<file path="src/rtl/hdmi_timing_scheduler.sv">
// Video timing generator for a 3-channel TMDS transmitter: raster counters, pixel fetch
// strobe, and registered VDE / pixel / control-data outputs with sync polarity control.
module hdmi_timing_scheduler #(
  parameter int   H_ACTIVE = 640,
  parameter int   H_FP     = 16,
  parameter int   H_SYNC   = 96,
  parameter int   H_BP     = 48,
  parameter int   V_ACTIVE = 480,
  parameter int   V_FP     = 10,
  parameter int   V_SYNC   = 2,
  parameter int   V_BP     = 33,
  parameter logic HS_POL   = 1'b0,
  parameter logic VS_POL   = 1'b0
) (
  input  logic        TMDS_local_clk,
  input  logic        TMDS_local_rst,
  input  logic        enable,
  output logic        pix_req,
  input  logic        pix_valid,
  input  logic [23:0] pix_data,
  output logic [7:0]  VD_r,
  output logic [7:0]  VD_g,
  output logic [7:0]  VD_b,
  output logic [1:0]  CD_r,
  output logic [1:0]  CD_g,
  output logic [1:0]  CD_b,
  output logic        VDE,
  output logic        frame_start,
  output logic        underflow,
  output logic        running
);

  localparam int H_TOTAL = H_ACTIVE + H_FP + H_SYNC + H_BP;
  localparam int V_TOTAL = V_ACTIVE + V_FP + V_SYNC + V_BP;
  // One extra count of headroom so every window bound (up to the total) is representable.
  localparam int HW = $clog2(H_TOTAL + 1);
  localparam int VW = $clog2(V_TOTAL + 1);

  localparam logic [HW-1:0] H_LAST = HW'(H_TOTAL - 1);
  localparam logic [HW-1:0] H_ACT  = HW'(H_ACTIVE);
  localparam logic [HW-1:0] HS_BEG = HW'(H_ACTIVE + H_FP);
  localparam logic [HW-1:0] HS_END = HW'(H_ACTIVE + H_FP + H_SYNC);
  localparam logic [VW-1:0] V_LAST = VW'(V_TOTAL - 1);
  localparam logic [VW-1:0] V_ACT  = VW'(V_ACTIVE);
  localparam logic [VW-1:0] VS_BEG = VW'(V_ACTIVE + V_FP);
  localparam logic [VW-1:0] VS_END = VW'(V_ACTIVE + V_FP + V_SYNC);

  localparam logic [1:0] S_IDLE  = 2'd0;
  localparam logic [1:0] S_RUN   = 2'd1;
  localparam logic [1:0] S_DRAIN = 2'd2;

  logic [1:0]    state_q, state_d;
  logic [HW-1:0] h_cnt_q, h_cnt_d, h_inc;
  logic [VW-1:0] v_cnt_q, v_cnt_d, v_inc;
  logic          h_wrap, v_last, run_st, active, hs_on, vs_on;

  always_comb begin
    h_wrap = (h_cnt_q == H_LAST);
    v_last = (v_cnt_q == V_LAST);
    h_inc  = h_wrap ? '0 : h_cnt_q + HW'(1);
    v_inc  = v_cnt_q;
    if (h_wrap) v_inc = v_last ? '0 : v_cnt_q + VW'(1);
  end

  always_comb begin
    state_d = state_q;
    h_cnt_d = h_inc;
    v_cnt_d = v_inc;
    case (state_q)
      S_IDLE: begin
        h_cnt_d = '0;
        v_cnt_d = '0;
        if (enable) state_d = S_RUN;
      end
      S_RUN: begin
        if (!enable) state_d = S_DRAIN;
      end
      S_DRAIN: begin
        // Re-enable wins over the end-of-frame exit so the raster never pauses.
        if (enable)                 state_d = S_RUN;
        else if (h_wrap && v_last)  state_d = S_IDLE;
      end
      default: begin
        state_d = S_IDLE;
        h_cnt_d = '0;
        v_cnt_d = '0;
      end
    endcase
  end

  always_comb begin
    run_st = (state_q != S_IDLE);
    active = run_st && (h_cnt_q < H_ACT) && (v_cnt_q < V_ACT);
    hs_on  = run_st && (h_cnt_q >= HS_BEG) && (h_cnt_q < HS_END);
    vs_on  = run_st && (v_cnt_q >= VS_BEG) && (v_cnt_q < VS_END);
  end

  // Combinational so the source sees the request one cycle ahead of VDE.
  assign pix_req = active;
  assign CD_r    = 2'b00;
  assign CD_g    = 2'b00;

  always_ff @(posedge TMDS_local_clk) begin
    if (TMDS_local_rst) begin
      state_q     <= S_IDLE;
      h_cnt_q     <= '0;
      v_cnt_q     <= '0;
      VDE         <= 1'b0;
      VD_r        <= 8'h00;
      VD_g        <= 8'h00;
      VD_b        <= 8'h00;
      CD_b        <= {~VS_POL, ~HS_POL};
      frame_start <= 1'b0;
      underflow   <= 1'b0;
      running     <= 1'b0;
    end else begin
      state_q     <= state_d;
      h_cnt_q     <= h_cnt_d;
      v_cnt_q     <= v_cnt_d;
      VDE         <= active;
      CD_b        <= {(vs_on ? VS_POL : ~VS_POL), (hs_on ? HS_POL : ~HS_POL)};
      frame_start <= run_st && (h_cnt_q == '0) && (v_cnt_q == '0);
      running     <= run_st;
      if (active && pix_valid) begin
        VD_r <= pix_data[23:16];
        VD_g <= pix_data[15:8];
        VD_b <= pix_data[7:0];
      end else begin
        VD_r <= 8'h00;
        VD_g <= 8'h00;
        VD_b <= 8'h00;
      end
      if (active && !pix_valid) underflow <= 1'b1;
    end
  end

endmodule

</file>
<file path="config.mk">
export PLATFORM = sky130hd
export DESIGN_NAME = hdmi_timing_scheduler
export DESIGN_NICKNAME = d
export VERILOG_FILES = /design/src/rtl/hdmi_timing_scheduler.sv
export SDC_FILE = /design/constraint.sdc
export NUM_CORES = 1
export LEC_CHECK = 0
export BUFFER_PORTS_ARGS = -buffer_cell sky130_fd_sc_hd__buf_4
export CORE_MARGIN = 8
export CORE_UTILIZATION = 45
export DETAILED_ROUTE_END_ITERATION = 8
export HOLD_SLACK_MARGIN = 0.03
export PLACE_DENSITY = 0.74
export SYNTH_ARGS = -nofsm -noshare
export SYNTH_HDL_FRONTEND = slang
export SYNTH_SLANG_ARGS = --single-unit
</file>
<file path="constraint.sdc">
create_clock -name TMDS_local_clk -period 1.85 [get_ports TMDS_local_clk]
set_input_delay 0.37 -clock TMDS_local_clk [delete_from_list [all_inputs] [get_ports TMDS_local_clk]]
set_output_delay 0.37 -clock TMDS_local_clk [all_outputs]
set_load 0.01 [all_outputs]
</file>
==> results of run 1 <==
sequential cells by signal (all words and copies together), names as in the netlist:
signal,cells
h_cnt_q,10
v_cnt_q,10
VD_b,8
VD_g,8
VD_r,8
CD_b,2
state_q,2
VDE,1
frame_start,1
running,1
underflow,1
area by class of cell:
type                            count  area (µm²)  area share
Clock buffer                        6        82.6      0.0298
Tap cell                           52        65.1      0.0235
Clock inverter                      2        38.8      0.0140
Inverter                           10        37.5      0.0135
Sequential cell                    52        1040       0.377
Timing Repair Buffer               70         538       0.194
Multi-Input combinational cell    143         965       0.348
path summary, 6_finish.rpt:
path,from,to,slack (ns)
max,v_cnt_q[6]$_SDFFE_PP0N_,pix_req,0.10
min,pix_data[18],VD_r[2]$_SDFF_PP0_,0.25
max reg2reg,h_cnt_q[1]$_SDFF_PP0_,v_cnt_q[8]$_SDFFE_PP0N_,0.13
min reg2reg,underflow$_SDFFE_PP0P_,underflow$_SDFFE_PP0P_,0.51
repair_timing:
action / 4_1_cts / 5_1_grt
setup buffers: 0 / 1
pin swaps: 0 / 0
endpoints found under the setup margin: 1 / 9
resized for setup: 3 / 7
hold endpoints to repair: 0 / 0
worst register-to-register path, cell delays in order (launching register included):
cell	delay [ns]
sky130_fd_sc_hd__dfxtp_2	0.36
sky130_fd_sc_hd__ha_1	0.17
sky130_fd_sc_hd__and3_4	0.21
sky130_fd_sc_hd__nand4_4	0.10
sky130_fd_sc_hd__buf_4	0.19
sky130_fd_sc_hd__or4_1	0.47
sky130_fd_sc_hd__a21oi_1	0.15
cell usage in the layout (no fill, tap or decap), types with 3 or more instances in the layout:
cell	Yosys	layout
sky130_fd_sc_hd__nand3_1	10	9
sky130_fd_sc_hd__o21ai_0	5	5
sky130_fd_sc_hd__and2_1	25	25
sky130_fd_sc_hd__xor2_1	7	7
sky130_fd_sc_hd__clkbuf_8	0	6
sky130_fd_sc_hd__nor2_1	26	26
sky130_fd_sc_hd__nand2_1	6	6
sky130_fd_sc_hd__buf_4	6	69
sky130_fd_sc_hd__xnor2_1	4	4
sky130_fd_sc_hd__ha_1	9	8
sky130_fd_sc_hd__inv_1	10	8
sky130_fd_sc_hd__or4_1	4	4
sky130_fd_sc_hd__a21oi_1	7	7
sky130_fd_sc_hd__o31ai_1	3	3
sky130_fd_sc_hd__dfxtp_2	0	3
sky130_fd_sc_hd__conb_1	1	4
sky130_fd_sc_hd__dfxtp_1	52	49
sky130_fd_sc_hd__nand4_1	4	4
sky130_fd_sc_hd__or3_1	3	3
sky130_fd_sc_hd__nand2b_1	4	4
stage by stage:
stage / util / total power, mW / area [µm²] / instances
finish: 0.632 / 2.78 / 2770 / 335
global route: 0.632 / 2.93 / 2770 / 335
CTS: 0.625 / 2.78 / 2740 / 334
detailed placement: 0.595 / 1.95 / 2610 / 326
global placement: 0.595 / 1.94 / 2610 / 326
floorplan: - / 1.65 / 2070 / 216
power by group through the flow:
stage	logic (mW)	registers (mW)	clock network, mW
4_1_cts	0.665	1.27	0.840
6_report	0.676	1.27	0.827
3_5_place_dp	0.656	1.29	0
5_1_grt	0.766	1.28	0.883
3_3_place_gp	0.647	1.29	0
2_1_floorplan	0.318	1.33	0
cell families after synthesis:
kind of cell	count (synthesis)	share of synthesized area
buffers and inverters	21	0.0497
other	1	0.00182
adders and majority gates	9	0.0546
and+or+nand+nor	98	0.270
DFF	52	0.505
xor gates and xnor gates	11	0.0467
muxes	3	0.0170
AOI/OAI and AO/OA	18	0.0558
per-layer routing:
metal	vias to the layer above	track usage	wire length, µm
met2	65	0.196	1890
met3	7	0.0967	707
met4	0	0.0659	87
met1	726	0.129	1850
li1	833	-	-
met5	-	0	0
==> results.json, run 1 <==
{
  "status": "finished clean",
  "timing.critical_path.cells": "nand4_1 > nand3_2 > inv_1 > buf_4",
  "nNetsFinal": 319,
  "synth_ff_type": "sky130_fd_sc_hd__dfxtp_1",
  "design.die.area_um2": 7010,
  "grt_setup_unrepaired": "no",
  "share_seq_of_total_power": 0.459,
  "count_of_flip_flops_with_a_built_in_enable_after_synthesis": 0,
  "numPortBuffers": 58,
  "detailroute.via_count": 1631,
  "crit_family": "simple AND/OR/NAND/NOR gates",
  "yosysSeqAreaShare": 0.505,
  "timing.final.ws_setup_ns": 0.100,
  "internal-power_mw": 2.01,
  "pre_cts_ws_ns": 0.0913,
  "final_estimated_routing_congestion_in_global_placement": 0.765,
  "postSynth.asyncResetShare": 0,
  "finalSetupViolations": 0,
  "critPathMaxStageDelay_ns": 0.43,
  "cp-start-kind": "register",
  "yosys_warnings": 0,
  "post_synth_top_area_share": 0.505,
  "netlist_instances": 213,
  "synth.most_common_cell": "sky130_fd_sc_hd__dfxtp_1",
  "p_sw_frac": 0.277,
  "share_clk_of_total_power": 0.298,
  "crit_fanout": 6,
  "worst_ep_arrival_time_ns": 1.38,
  "grt_antenna_before_repair": 0,
  "setup.worst_path.end_class": "primary output",
  "slowest_stage": "sky130_fd_sc_hd__dfxtp_1",
  "grt_max_degree": 25,
  "yosys.area.top_type": "sky130_fd_sc_hd__dfxtp_1",
  "final_setup_skew_ns": 0.00613,
  "tritoncts": "done",
  "routed_wire_length_per_instance_um": 13.5,
  "cp.buffers_inverters": 2,
  "floorplan.io_pins": 63,
  "dp.final_hpwl_um": 3490,
  "filler_cell_count": 391,
  "clk_root_buffer_cell": "sky130_fd_sc_hd__clkbuf_8",
  "area_contributors_post_synth": "sky130_fd_sc_hd__dfxtp_1 50%, sky130_fd_sc_hd__and2_1 7.6%, sky130_fd_sc_hd__ha_1 5.5%",
  "cts.path.max_buffers": 2,
  "viasPerCell": 4.87,
  "post-route-min-period_ns": 1.75,
  "floorplan.rows": 24,
  "total_leakage_power_nw": 1.18,
  "grt_remaining_overflow": 0,
  "finalMaxSlewViolations": 0,
  "whs_ns": 0.251,
  "mappedNetlistArea_um2": 2060,
  "dieWidth_um": 83.7,
  "insertedDiodeCount": 0,
  "cap_viol_max_count": 0,
  "p_switching_mw": 0.768,
  "grt_first_pass_wirelength_um": 7440,
  "setup_tns_ns": 0,
  "reg2reg_depth": 6,
  "die-height_um": 83.7,
  "cts.reportedPaths.clkPinSlew_ns": 0.09,
  "post_route_cells_drive_above_1_share": 0.339,
  "timing.final.crit_share": 0.946,
  "syn2layout_area_growth_pct": 34.3,
  "grt_util_all_layers": 0.130,
  "cts_buffers": 5,
  "timing_worst_setup_path_type": "reg2out",
  "initial_core_util": 0.471,
  "synth_top_cells_by_count": "52 x sky130_fd_sc_hd__dfxtp_1, 26 x sky130_fd_sc_hd__nor2_1, 25 x sky130_fd_sc_hd__and2_1",
  "ys_ff_latch": 52,
  "power-per-cell-area_nw_per_um2": 1000,
  "worst_hold_path.num_cells": 2,
  "worstSkewPairLatency_ns": 0.31,
  "floorplan_core_area_um2": 4380,
  "critical_path_required_ns": 1.48,
  "tritoncts_num_sinks": 52,
  "worstHoldPathType": "in2reg",
  "vias_in_the_first_global_route": 1645,
  "cts_hold_buf": 0,
  "drtPass1Iterations": 4,
  "max_freq_mhz": 572,
  "logic_depth_of_the_worst_setup_path_including_buffers": 4,
  "detail_route.wirelength_um": 4530,
  "ir_worst_vdd_mv": 0.671,
  "postSynthAreaPerCell_um2": 9.69,
  "htree_num_levels": 2,
  "timing.final.hold_violations": 0,
  "post_synth_num_cell_types": 37,
  "drt_drc_violations_left": 0,
  "comb_power_share": 0.244,
  "drc_violation_total_after_the_first_tritonroute_iteration": 116,
  "route.antenna.remaining_nets": 0
}
(Power assumes the default switching activity.)
==> run 2: changes to the inputs <==
==> constraint.sdc (replaced) <==
create_clock -name TMDS_local_clk -period 1.85 [get_ports TMDS_local_clk]
set_input_delay 0.2775 -clock TMDS_local_clk [delete_from_list [all_inputs] [get_ports TMDS_local_clk]]
set_output_delay 0.2775 -clock TMDS_local_clk [all_outputs]
set_load 0.01 [all_outputs]
==> run 2 against run 1 <==
Combinational power is 3.7% lower. First-iteration DRC count down 45%. Sequential share of layout area increased by 0.78 points. Hold slack got worse by 0.087 ns. Utilization down 1.3 points. Sequential power about the same. Clock skew down 0.0017 ns. Critical path type is now reg2reg. Clock power fell by 22%.
==> results.json, run 2 (same netlist as run 1, synthesis figures left out) <==
{
  "cts_hold_buf": 0,
  "grt_remaining_overflow": 0,
  "grt_antenna_before_repair": 0,
  "timing.final.hold_violations": 0,
  "vias_in_the_first_global_route": 1675,
  "grt_max_degree": 25,
  "finalSetupViolations": 0,
  "syn2layout_area_growth_pct": 31.6,
  "grt_first_pass_wirelength_um": 7600,
  "max_freq_mhz": 575,
  "power-per-cell-area_nw_per_um2": 947,
  "cts.path.max_buffers": 2,
  "route.antenna.remaining_nets": 0,
  "finalMaxSlewViolations": 0,
  "filler_cell_count": 385,
  "post_route_cells_drive_above_1_share": 0.323,
  "setup.worst_path.end_class": "register",
  "drtPass1Iterations": 5,
  "ir_worst_vdd_mv": 0.562,
  "sequential_cell_area_um2": 1040,
  "final_setup_skew_ns": 0.00443,
  "worstSkewPairLatency_ns": 0.31,
  "timing.hold.worst_endpoint": "VD_g[2]$_SDFF_PP0_",
  "critical_path_required_ns": 2.09,
  "reg2reg_depth": 5,
  "layout_commonest_cell": "sky130_fd_sc_hd__buf_4",
  "floorplan_core_area_um2": 4380,
  "cts.reportedPaths.clkPinSlew_ns": 0.09,
  "total_leakage_power_nw": 1.15,
  "cts_buffers": 5,
  "top_registers": "h_cnt_q x10, v_cnt_q x10",
  "htree_num_levels": 2,
  "worst_hold_path.num_cells": 2,
  "rrSetupSlack_ns": 0.11,
  "worstHoldPathType": "in2reg",
  "cp-start-kind": "register",
  "floorplan.io_pins": 63,
  "grt_setup_unrepaired": "no",
  "viasPerCell": 4.99,
  "cts_setup_buffers": 0,
  "post-route-min-period_ns": 1.74,
  "insertedDiodeCount": 0,
  "status": "finished clean",
  "drt_drc_violations_left": 0,
  "dp.final_hpwl_um": 3510,
  "numPortBuffers": 58,
  "clk_root_buffer_cell": "sky130_fd_sc_hd__clkbuf_8",
  "multiInputGateArea_um2": 948,
  "cap_viol_max_count": 0,
  "dieWidth_um": 83.7,
  "r2r-end": "v_cnt_q[8]$_SDFFE_PP0N_",
  "nNetsFinal": 318,
  "crit_fanout": 13,
  "drc_violation_total_after_the_first_tritonroute_iteration": 64,
  "initial_core_util": 0.471,
  "crit-reg2reg-launch": "h_cnt_q[6]$_SDFF_PP0_",
  "grt_util_all_layers": 0.134,
  "whs_ns": 0.164,
  "detail_route.wirelength_um": 4500,
  "worst_ep_arrival_time_ns": 1.98,
  "tritoncts": "done",
  "die-height_um": 83.7,
  "final_estimated_routing_congestion_in_global_placement": 0.763,
  "timing_worst_setup_path_type": "reg2reg",
  "hold_path_startpoint": "pix_data[10]",
  "tritoncts_num_sinks": 52,
  "setup_tns_ns": 0,
  "design.die.area_um2": 7010,
  "floorplan.rows": 24,
  "routed_wire_length_per_instance_um": 13.5,
  "detailroute.via_count": 1665,
  "timing.final.crit_share": 0.941,
  "final_cell_mix": "68 x sky130_fd_sc_hd__buf_4, 49 x sky130_fd_sc_hd__dfxtp_1, 26 x sky130_fd_sc_hd__nor2_1, 25 x sky130_fd_sc_hd__and2_1, 10 x sky130_fd_sc_hd__inv_1"
}
==> run 2: critical path, stage by stage, from the launching register on <==
cell,delay [ns]
sky130_fd_sc_hd__dfxtp_1,0.38
sky130_fd_sc_hd__and4b_2,0.36
sky130_fd_sc_hd__nand4_4,0.11
sky130_fd_sc_hd__buf_4,0.19
sky130_fd_sc_hd__or4_1,0.46
sky130_fd_sc_hd__a21oi_1,0.17
==> run 2: final cells by class <==
class,count,area share
clock buffers,6,0.0267
clock inverters,2,0.00599
inverters,10,0.0138
multi-input cells,143,0.349
flip-flops and latches,52,0.385
well taps,52,0.0240
repair buffers,69,0.195
==> run 2: repair_timing <==
item / CTS / global route
setup endpoints to repair: 1 / 13
hold endpoints to repair: 0 / 0
gates resized for setup: 1 / 5
==> run 2: worst max path at each step <==
stage | start | endpoint | slack [ns] | cells after the start
detailed placement | state_q[0]$_SDFFE_PP0P_ | CD_b[0]$_SDFF_PP1_ | 0.06 | 5
global route | h_cnt_q[1]$_SDFF_PP0_ | v_cnt_q[8]$_SDFFE_PP0N_ | 0.009 | 6
CTS | h_cnt_q[1]$_SDFF_PP0_ | v_cnt_q[8]$_SDFFE_PP0N_ | 0.03 | 6
floorplan | h_cnt_q[0]$_SDFF_PP0_ | state_q[0]$_SDFFE_PP0P_ | 0.05 | 6
global placement | state_q[0]$_SDFFE_PP0P_ | CD_b[0]$_SDFF_PP1_ | 0.15 | 5
finish | h_cnt_q[6]$_SDFF_PP0_ | v_cnt_q[8]$_SDFFE_PP0N_ | 0.11 | 5
==> run 2: layer usage <==
| metal | track usage | vias up | share of wire |
|---|---|---|---|
| met3 | 0.104 | 9 | 0.18 |
| li1 | - | 834 | - |
| met2 | 0.187 | 83 | 0.42 |
| met5 | 0 | - | 0 |
| met4 | 0.0706 | 0 | 0.023 |
| met1 | 0.140 | 739 | 0.38 |
==> run 2: power by group <==
part / total [mW] / switching, mW / internal [mW]
clock: 0.649 / 0.380 / 0.270
sequential: 1.27 / 0.0456 / 1.23
combinational: 0.651 / 0.325 / 0.326
==> run 2: through the flow <==
step                setup slack, ns  utilization  cell area, µm²  cells  total power [mW]
finish                        0.110        0.619            2720    334              2.57
global route                0.00937        0.619            2720    334              2.73
CTS                          0.0302        0.617            2700    334              2.60
detailed placement           0.0624        0.595            2610    326              1.95
global placement              0.152        0.595            2610    326              1.94
floorplan                    0.0525            -            2070    216              1.65
==> run 3: changes to the inputs <==
--- a/config.mk
+++ b/config.mk
@@ -6,10 +6,12 @@
 export NUM_CORES = 1
 export LEC_CHECK = 0
 export BUFFER_PORTS_ARGS = -buffer_cell sky130_fd_sc_hd__buf_4
+export CAP_MARGIN = 10
 export CORE_MARGIN = 8
 export CORE_UTILIZATION = 45
 export DETAILED_ROUTE_END_ITERATION = 8
 export HOLD_SLACK_MARGIN = 0.03
+export MAX_ROUTING_LAYER = met4
 export PLACE_DENSITY = 0.74
 export SYNTH_ARGS = -nofsm -noshare
 export SYNTH_HDL_FRONTEND = slang
==> run 3 against run 2 <==
Setup slack better by 0.0018 ns. Final area stayed put. Hold slack worse by 0.0018 ns. Utilization stayed put. Count of clock-buffer cells in the layout stayed put. Routed wire length is 0.18% higher.
==> results.json, run 3 (same netlist as run 1, synthesis figures left out) <==
{
  "vias_in_the_first_global_route": 1685,
  "r2r-end": "v_cnt_q[8]$_SDFFE_PP0N_",
  "total_leakage_power_nw": 1.15,
  "final_setup_skew_ns": 0.00311,
  "drc_violation_total_after_the_first_tritonroute_iteration": 64,
  "max_freq_mhz": 575,
  "setup_tns_ns": 0,
  "drtPass1Iterations": 4,
  "detailroute.via_count": 1673,
  "setup.worst_path.end_class": "register",
  "final_core_utilization": 0.619,
  "grt_util_all_layers": 0.137,
  "initial_core_util": 0.471,
  "worstHoldPathType": "in2reg",
  "worst_hold_path.num_cells": 2,
  "critPathMaxStageDelay_ns": 0.46,
  "power-per-cell-area_nw_per_um2": 949,
  "timing.final.ws_setup_ns": 0.111,
  "floorplan_core_area_um2": 4380,
  "cts_buffers": 5,
  "htree_num_levels": 2,
  "grt_remaining_overflow": 0,
  "p_switching_mw": 0.756,
  "syn2layout_area_growth_pct": 31.6,
  "hold_path_startpoint": "pix_data[7]",
  "timing.hold.worst_endpoint": "VD_b[7]$_SDFF_PP0_",
  "tritoncts": "done",
  "die-height_um": 83.7,
  "finalMaxSlewViolations": 0,
  "ir_worst_vdd_mv": 0.564,
  "postPlaceCellArea_um2": 2610,
  "postLayoutCellArea_um2": 2720,
  "top_registers": "h_cnt_q x10, v_cnt_q x10",
  "critical_path_required_ns": 2.09,
  "tritoncts_num_sinks": 52,
  "internal-power_mw": 1.82,
  "comb_power_share": 0.254,
  "numPortBuffers": 58,
  "slowest_stage": "sky130_fd_sc_hd__or4_1",
  "post-route-min-period_ns": 1.74,
  "floorplan.rows": 24,
  "timing.final.hold_violations": 0,
  "drt_drc_violations_left": 0,
  "timing.final.crit_share": 0.940,
  "insertedDiodeCount": 0,
  "timing_worst_setup_path_type": "reg2reg",
  "crit_fanout": 13,
  "worst_ep_arrival_time_ns": 1.98,
  "cp-start-kind": "register",
  "finalSetupViolations": 0,
  "timing.critical_path.cells": "and4b_2 > nand4_4 > buf_4 > or4_1 > a21oi_1",
  "detail_route.wirelength_um": 4500,
  "route.antenna.remaining_nets": 0,
  "nNetsFinal": 318,
  "dp.final_hpwl_um": 3510,
  "final_cell_mix": "68 x sky130_fd_sc_hd__buf_4, 49 x sky130_fd_sc_hd__dfxtp_1, 26 x sky130_fd_sc_hd__nor2_1, 25 x sky130_fd_sc_hd__and2_1, 10 x sky130_fd_sc_hd__inv_1",
  "share_clk_of_total_power": 0.253,
  "layout_commonest_cell": "sky130_fd_sc_hd__buf_4",
  "post_route_cells_drive_above_1_share": 0.323,
  "grt_setup_unrepaired": "no",
  "viasPerCell": 5.01,
  "pre_cts_ws_ns": 0.0624,
  "grt_antenna_before_repair": 0,
  "whs_ns": 0.162,
  "p_sw_frac": 0.293,
  "cts.path.max_buffers": 2,
  "floorplan.io_pins": 63,
  "design.die.area_um2": 7010,
  "cp.buffers_inverters": 1,
  "dieWidth_um": 83.7,
  "worstSkewPairLatency_ns": 0.31,
  "rrSetupSlack_ns": 0.11,
  "clk_root_buffer_cell": "sky130_fd_sc_hd__clkbuf_8",
  "cts_setup_buffers": 0,
  "cts.reportedPaths.clkPinSlew_ns": 0.09,
  "status": "finished clean",
  "crit-reg2reg-launch": "h_cnt_q[6]$_SDFF_PP0_",
  "final_estimated_routing_congestion_in_global_placement": 0.773,
  "cap_viol_max_count": 0,
  "grt_max_degree": 25,
  "crit_family": "simple AND/OR/NAND/NOR gates",
  "reg2reg_depth": 5,
  "share_seq_of_total_power": 0.493,
  "grt_first_pass_wirelength_um": 7580,
  "routed_wire_length_per_instance_um": 13.5
}
==> run 3: cell counts in the layout (fill, tap and decap cells not counted) <==
Identical to the previous run, type by type.
==> run 3: worst max-delay path by stage <==
stage | startpoint | to | slack, ns | cells after the start
after floorplan | h_cnt_q[0]$_SDFF_PP0_ | state_q[0]$_SDFFE_PP0P_ | 0.05 | 6
final | h_cnt_q[6]$_SDFF_PP0_ | v_cnt_q[8]$_SDFFE_PP0N_ | 0.11 | 5
after detailed placement | state_q[0]$_SDFFE_PP0P_ | CD_b[0]$_SDFF_PP1_ | 0.06 | 5
after global placement | state_q[0]$_SDFFE_PP0P_ | CD_b[0]$_SDFF_PP1_ | 0.15 | 5
after CTS | h_cnt_q[1]$_SDFF_PP0_ | v_cnt_q[8]$_SDFFE_PP0N_ | 0.03 | 6
after global routing | h_cnt_q[1]$_SDFF_PP0_ | v_cnt_q[8]$_SDFFE_PP0N_ | 0.01 | 6
==> run 3: power by group through the flow <==
stage | registers (mW) | clock network [mW] | logic (mW)
after floorplan | 1.33 | 0 | 0.318
after global placement | 1.29 | 0 | 0.647
after detailed placement | 1.30 | 0 | 0.655
after CTS | 1.27 | 0.668 | 0.662
after global routing | 1.28 | 0.712 | 0.725
final | 1.27 | 0.652 | 0.653
==> run 3: cell type report <==
cell class                 instances  area (µm²)
inverter                          10        37.5
clock buffer                       6        72.6
timing repair buffer              69         531
sequential                        52        1040
multi-input combinational        143         948
clock inverter                     2        16.3
fill                             385        1670
tap                               52        65.1
==> run 3: stage by stage <==
| step | power [mW] | std cells |
|---|---|---|
| 3_3_place_gp | 1.94 | 326 |
| 4_1_cts | 2.60 | 334 |
| 3_5_place_dp | 1.95 | 326 |
| 2_1_floorplan | 1.65 | 216 |
| 6_report | 2.58 | 334 |
| 5_1_grt | 2.72 | 334 |
==> run 3: what timing repair did <==
item / CTS / global route
resized for setup: 1 / 5
setup endpoints to repair: 1 / 12
hold buffers: 0 / 0
cloned: 0 / 0
==> run 3: routing by layer <==
layer / track usage / up-vias / wire length [µm]
li1: - / 833 / -
met1: 0.161 / 748 / 2000
met2: 0.187 / 83 / 1890
met3: 0.0684 / 9 / 513
met4: 0.0706 / 0 / 103
met5: - / - / 0
